<file path="src/rtl/uart_pkg.sv">
// Shared types and constants for the UART transmit-side buffering blocks.
package uart_pkg;

    localparam int UART_WIDTH = 8;

    typedef enum logic [1:0] {
        IDLE,
        LAUNCH,
        WAIT_DONE
    } txq_state_e;

endpackage

</file>
<file path="src/rtl/uart_fifo_if.sv">
// Push/pop/head bundle between a FIFO user (master) and the circular buffer core (slave).
interface uart_fifo_if #(
    parameter int DEPTH = 16,
    parameter int WIDTH = 8
);
    localparam int AW = $clog2(DEPTH);

    logic             push;
    logic [WIDTH-1:0] push_data;
    logic             pop;
    logic [WIDTH-1:0] head;
    logic             full;
    logic             empty;
    logic [AW:0]      count;

    modport master (output push, push_data, pop, input head, full, empty, count);
    modport slave  (input push, push_data, pop, output head, full, empty, count);
endinterface

</file>
<file path="src/rtl/uart_fifo_core.sv">
// Generic circular byte buffer with wrap-bit pointers and synchronous flush.
// Reusable on either side of the UART (TX buffering, RX buffering).
module uart_fifo_core #(
    parameter int DEPTH = 16,
    parameter int WIDTH = 8
) (
    input  logic      clk,
    input  logic      nReset,
    input  logic      flush,
    uart_fifo_if.slave fifo
);
    localparam int          AW      = $clog2(DEPTH);
    localparam logic [AW:0] PTR_ONE = (AW + 1)'(1);

    logic [WIDTH-1:0] mem [DEPTH];
    logic [AW:0]      wr_ptr_q, wr_ptr_d;
    logic [AW:0]      rd_ptr_q, rd_ptr_d;
    logic             do_push;
    logic             do_pop;

    // Pushes into a full buffer and pops from an empty one are silently dropped.
    assign do_push = fifo.push && !fifo.full && !flush;
    assign do_pop  = fifo.pop && !fifo.empty && !flush;

    assign fifo.empty = (wr_ptr_q == rd_ptr_q);
    assign fifo.full  = (wr_ptr_q[AW-1:0] == rd_ptr_q[AW-1:0]) && (wr_ptr_q[AW] != rd_ptr_q[AW]);
    assign fifo.count = wr_ptr_q - rd_ptr_q;
    assign fifo.head  = mem[rd_ptr_q[AW-1:0]];

    always_comb begin
        wr_ptr_d = wr_ptr_q;
        rd_ptr_d = rd_ptr_q;
        if (flush) begin
            wr_ptr_d = '0;
            rd_ptr_d = '0;
        end else begin
            if (do_push) wr_ptr_d = wr_ptr_q + PTR_ONE;
            if (do_pop)  rd_ptr_d = rd_ptr_q + PTR_ONE;
        end
    end

    always_ff @(posedge clk or negedge nReset) begin
        if (!nReset) begin
            wr_ptr_q <= '0;
            rd_ptr_q <= '0;
        end else begin
            wr_ptr_q <= wr_ptr_d;
            rd_ptr_q <= rd_ptr_d;
        end
    end

    // NOTE: storage has no reset so it maps onto plain flops/RAM; only entries behind the pointers are ever read.
    always_ff @(posedge clk) begin
        if (do_push) mem[wr_ptr_q[AW-1:0]] <= fifo.push_data;
    end

endmodule

</file>
<file path="src/rtl/uart_tx_fifo.sv">
// Host-side byte buffer feeding UartTxEn: valid/ready writes in, one frame launched at a time.
// Adds the launch FSM and a sticky overflow flag around uart_fifo_core.
module uart_tx_fifo
    import uart_pkg::*;
#(
    parameter int DEPTH = 16,
    parameter int WIDTH = UART_WIDTH
) (
    input  logic                   clk,
    input  logic                   nReset,
    input  logic                   flush,
    input  logic [WIDTH-1:0]       in_data,
    input  logic                   in_valid,
    output logic                   in_ready,
    output logic [WIDTH-1:0]       tx_data,
    output logic                   tx_valid,
    input  logic                   tx_busy,
    input  logic                   tx_done,
    output logic [$clog2(DEPTH):0] count,
    output logic                   overflow,
    output logic                   idle
);
    uart_fifo_if #(.DEPTH(DEPTH), .WIDTH(WIDTH)) fifo_bus ();

    uart_fifo_core #(.DEPTH(DEPTH), .WIDTH(WIDTH)) u_core (
        .clk    (clk),
        .nReset (nReset),
        .flush  (flush),
        .fifo   (fifo_bus.slave)
    );

    txq_state_e       state_q, state_d;
    logic [WIDTH-1:0] tx_data_q, tx_data_d;
    logic             overflow_q, overflow_d;
    logic             pop;

    assign in_ready           = !fifo_bus.full;
    assign fifo_bus.push      = in_valid && in_ready;
    assign fifo_bus.push_data = in_data;
    assign fifo_bus.pop       = pop;

    assign count    = fifo_bus.count;
    assign tx_data  = tx_data_q;
    assign tx_valid = (state_q == LAUNCH);
    assign overflow = overflow_q;
    assign idle     = fifo_bus.empty && (state_q == IDLE);

    // NOTE: every always_comb output gets a default first so no path can infer a latch.
    always_comb begin
        state_d    = state_q;
        tx_data_d  = tx_data_q;
        pop        = 1'b0;
        overflow_d = overflow_q || (in_valid && !in_ready);
        unique case (state_q)
            IDLE: begin
                // Byte is captured here so tx_data is stable for the whole LAUNCH phase.
                if (!fifo_bus.empty && !tx_busy) begin
                    state_d   = LAUNCH;
                    tx_data_d = fifo_bus.head;
                end
            end
            LAUNCH: begin
                if (tx_busy) begin
                    pop     = 1'b1;
                    state_d = WAIT_DONE;
                end
            end
            WAIT_DONE: begin
                if (tx_done) state_d = IDLE;
            end
            default: state_d = IDLE;
        endcase
        // A frame already in the serializer finishes on its own; its tx_done lands in IDLE and is ignored.
        if (flush) begin
            state_d    = IDLE;
            pop        = 1'b0;
            overflow_d = 1'b0;
        end
    end

    // NOTE: sequential state uses non-blocking assignments only, so every flop samples pre-edge values.
    always_ff @(posedge clk or negedge nReset) begin
        if (!nReset) begin
            state_q    <= IDLE;
            tx_data_q  <= '0;
            overflow_q <= 1'b0;
        end else begin
            state_q    <= state_d;
            tx_data_q  <= tx_data_d;
            overflow_q <= overflow_d;
        end
    end

endmodule

</file>
<file path="config.mk">
export PLATFORM = sky130hd
export DESIGN_NAME = uart_tx_fifo
export DESIGN_NICKNAME = d
export VERILOG_FILES = /design/src/rtl/uart_pkg.sv /design/src/rtl/uart_fifo_if.sv /design/src/rtl/uart_fifo_core.sv /design/src/rtl/uart_tx_fifo.sv
export SDC_FILE = /design/constraint.sdc
export NUM_CORES = 1
export LEC_CHECK = 0
export BUFFER_PORTS_ARGS = -buffer_cell sky130_fd_sc_hd__buf_2
export CAP_MARGIN = 10
export CORE_MARGIN = 2
export CORE_UTILIZATION = 45
export CTS_CLUSTER_SIZE = 40
export DETAILED_ROUTE_END_ITERATION = 16
export PLACE_DENSITY_LB_ADDON = 0.25
export SETUP_SLACK_MARGIN = 0.15
export SKIP_LAST_GASP = 1
export SLEW_MARGIN = 25
export SYNTH_ARGS = -nofsm -noshare
export SYNTH_HDL_FRONTEND = slang
export SYNTH_SLANG_ARGS = --single-unit
</file>
<file path="constraint.sdc">
create_clock -name clk -period 7.65 [get_ports clk]
set_input_delay 1.1475 -clock clk [delete_from_list [all_inputs] [get_ports clk]]
set_output_delay 1.1475 -clock clk [all_outputs]
set_load 0.005 [all_outputs]
</file>
==> reports/qor.csv <==
metric,value,unit
status,completed,
Syn Nets,388,
DRC errors left,0,
RePlAce Congestion,0.814,
worst path cell trace,buf_4 > inv_1 > ha_1 > and4_4 > a211oi_1 > nand2_1 > nor2_1,
ys async rst share,0.141,
Cell variety after synth,40,
Post-Route WL,12600,um
clock sink total,149,
Critical Path Max Stage Delay,740,ps
unrepaired setup endpoints after global routing,no,
core area,13200,um^2
Seq cells post-synth,149,
clock latency on the worst-skew pair,420,ps
wire length per cell,21.6,um
final setup TNS,0,ps
startpoint types,register,
proportion of synthesized area in mux cells,0.116,
total congestion overflow,0,
Setup CP Type,register to register,
global-route wire length before repair,19400,um
Hold Fails Final Rpt,0,
top cell type's share of synthesized area,0.629,
Via Count,3298,
cell row count,42,
total power,1810,uW
cells after synthesis,364,
dpl hpwl,8170,um
die width,121,um
Synth Area in XOR/XNOR,0.0170,
largest cells by area after synthesis,"edfxtp_1 (63%), dfrtp_1 (8.6%), mux4_2 (5.9%)",
Yosys warnings,0,
CTS tree,built,
nets@finish,421,
Period minus WS final,4050,ps
worst clock skew,8.06,ps
CTS resizes,0,
Synth Cell Area,6110,um^2
Longest Clk Path Bufs,2,
Post-Synth Simple-Gate Area,0.0522,
initial antenna violation count,0,
Synth Area in Compound Gates,0.0557,
all-layer global routing usage,0.186,
Final Cycle Share,0.530,
Worst Path Max Fanout,52,
sequential area share after synthesis,0.715,
first-pass detailed-route iteration total,4,
Yosys top cell by area,edfxtp_1,
die area,14500,um^2
diode count,0,
relative slew slack,0.361,
Peak VDD IR,0.154,mV
Worst Path Buf+Inv,2,
Via density,5.63,
static leakage,0.00228,uW
Setup Viol. Count Final,0,
critical path's slowest cell,a211oi_1,
Post-synth EDFFs,128,
root buf cell,clkbuf_16,
number of max-cap violations,0,
Worst Path Required,7690,ps
Adder-Cell Fraction of Synth Area,0.0217,
hold_buf cts,0,
vias in the first global route,3311,
fin. max-slew vios,0,
IO Port Bufs,30,
number of setup buffers added after CTS,0,
number of fill cells,1063,
share of layout cells above drive strength 1,0.207,
largest family of logic cells by synthesized area,multiplexers,
HP Class,register to register,
PD cells,259,nW/um^2
pin count of the biggest net entering global routing,53,
CP top delay family,simple AND/OR/NAND/NOR gates,
clock-pin slew on the worst setup and hold paths,60,ps
most common flop cell mapped by yosys,edfxtp_1,
crit path DAT,4090,ps
Crit. End Element,register,
achievable clock frequency,247,MHz
I/O Pins,31,
1st-iter DRT viols,317,
Worst-Margin Slew,959,ps
Syn Area/Cell,16.8,um^2
synthesis-to-finish area growth,14.1,%
H-tree depth,4,
number of CTS-inserted buffers,17,
Final ANT Viol Nets,0,
Die H,121,um
initial core utilization,0.462,
-- layer usage --
layer	wire length [um]	track usage
met1	5770	0.256
met2	5990	0.285
met3	684	0.0458
met4	196	0.0734
met5	0	0
-- flip-flops by register name, summed over array words and instances (netlist names) --
signal / cells
u_core.wr_ptr_q: 5
state_q: 2
tx_data: 8
u_core.rd_ptr_q: 5
overflow: 1
u_core.mem: 128
-- cell usage after synthesis (3+ instances only) --
cell type,n
mux2i_1,35
dfrtp_1,21
nor3_1,6
xnor2_1,8
mux4_2,16
inv_1,9
a31oi_1,9
edfxtp_1,128
nand2_1,6
a21oi_1,3
nand3_1,3
nor2_1,40
a211oi_1,3
nand2b_1,3
buf_2,3
o22ai_1,16
buf_4,4
ha_1,9
a22oi_1,9
clkbuf_1,6
-- cells in the final DEF (no fill, tap or decap), types with 4 or more instances in the layout --
cell type / n
mux2i_1: 35
dfrtp_1: 20
inv_1: 9
clkinvlp_4: 4
a22oi_1: 9
mux4_2: 16
clkbuf_16: 17
edfxtp_1: 128
nand2_1: 6
o22ai_1: 16
buf_2: 30
xnor2_1: 8
a31oi_1: 9
nor3_2: 4
nor2_1: 40
ha_1: 9
-- final timing paths --
| check | from | endpoint | slack [ps] | cells after the start |
|---|---|---|---|---|
| min | overflow$_DFF_PN0_ | overflow$_DFF_PN0_ | 540 | 2 |
| max | u_core.rd_ptr_q[1]$_DFFE_PN0P_ | u_core.mem[15][0]$_DFFE_PP_ | 3600 | 7 |
| max reg2reg | u_core.rd_ptr_q[1]$_DFFE_PN0P_ | u_core.mem[15][0]$_DFFE_PP_ | 3600 | 7 |
| min in group asynchronous | nReset | tx_data[7]$_DFFE_PN0P_ | 700 | 1 |
| max in group asynchronous | nReset | u_core.rd_ptr_q[1]$_DFFE_PN0P_ | 6580 | 1 |
| min reg2reg | overflow$_DFF_PN0_ | overflow$_DFF_PN0_ | 540 | 2 |
-- through the flow --
stage / util / instance area, um^2 / std cells / hold WS [ps] / worst slack, ps
floorplan: - / 6110 / 364 / 486 / 4420
global placement: 0.482 / 6390 / 554 / 471 / 3820
detailed placement: 0.482 / 6390 / 554 / 518 / 3520
CTS: 0.525 / 6960 / 586 / 531 / 3550
global route: 0.527 / 6980 / 586 / 581 / 3460
finish: 0.527 / 6980 / 586 / 536 / 3600
-- cells by family after synthesis --
logic type                 Yosys count
and+or+nand+nor                     69
buffers and inverters               26
muxes                               51
DFF                                149
xor gates and xnor gates            11
adders and majority gates           10
AOI/OAI and AO/OA                   48
-- worst min-delay path, stage by stage, from the launching register on --
cell	delay [ps]
dfrtp_1	350
a31oi_1	40
nor2_1	100
-- final cells by class --
| type | instances | area (um^2) | share of cell area |
|---|---|---|---|
| sequential | 149 | 4370 | 0.627 |
| multi-input combinational | 189 | 1630 | 0.233 |
| clock buffer | 18 | 429 | 0.0615 |
| tap | 176 | 220 | 0.0316 |
| timing repair buffer | 31 | 158 | 0.0226 |
| clock inverter | 14 | 138 | 0.0197 |
| inverter | 9 | 33.8 | 0.00484 |
-- where the power goes --
group          internal [uW]  switching [uW]
clock                    476             311
sequential               907            15.9
combinational           39.2            57.4
total                   1420             385
(Power assumes the default switching activity.)
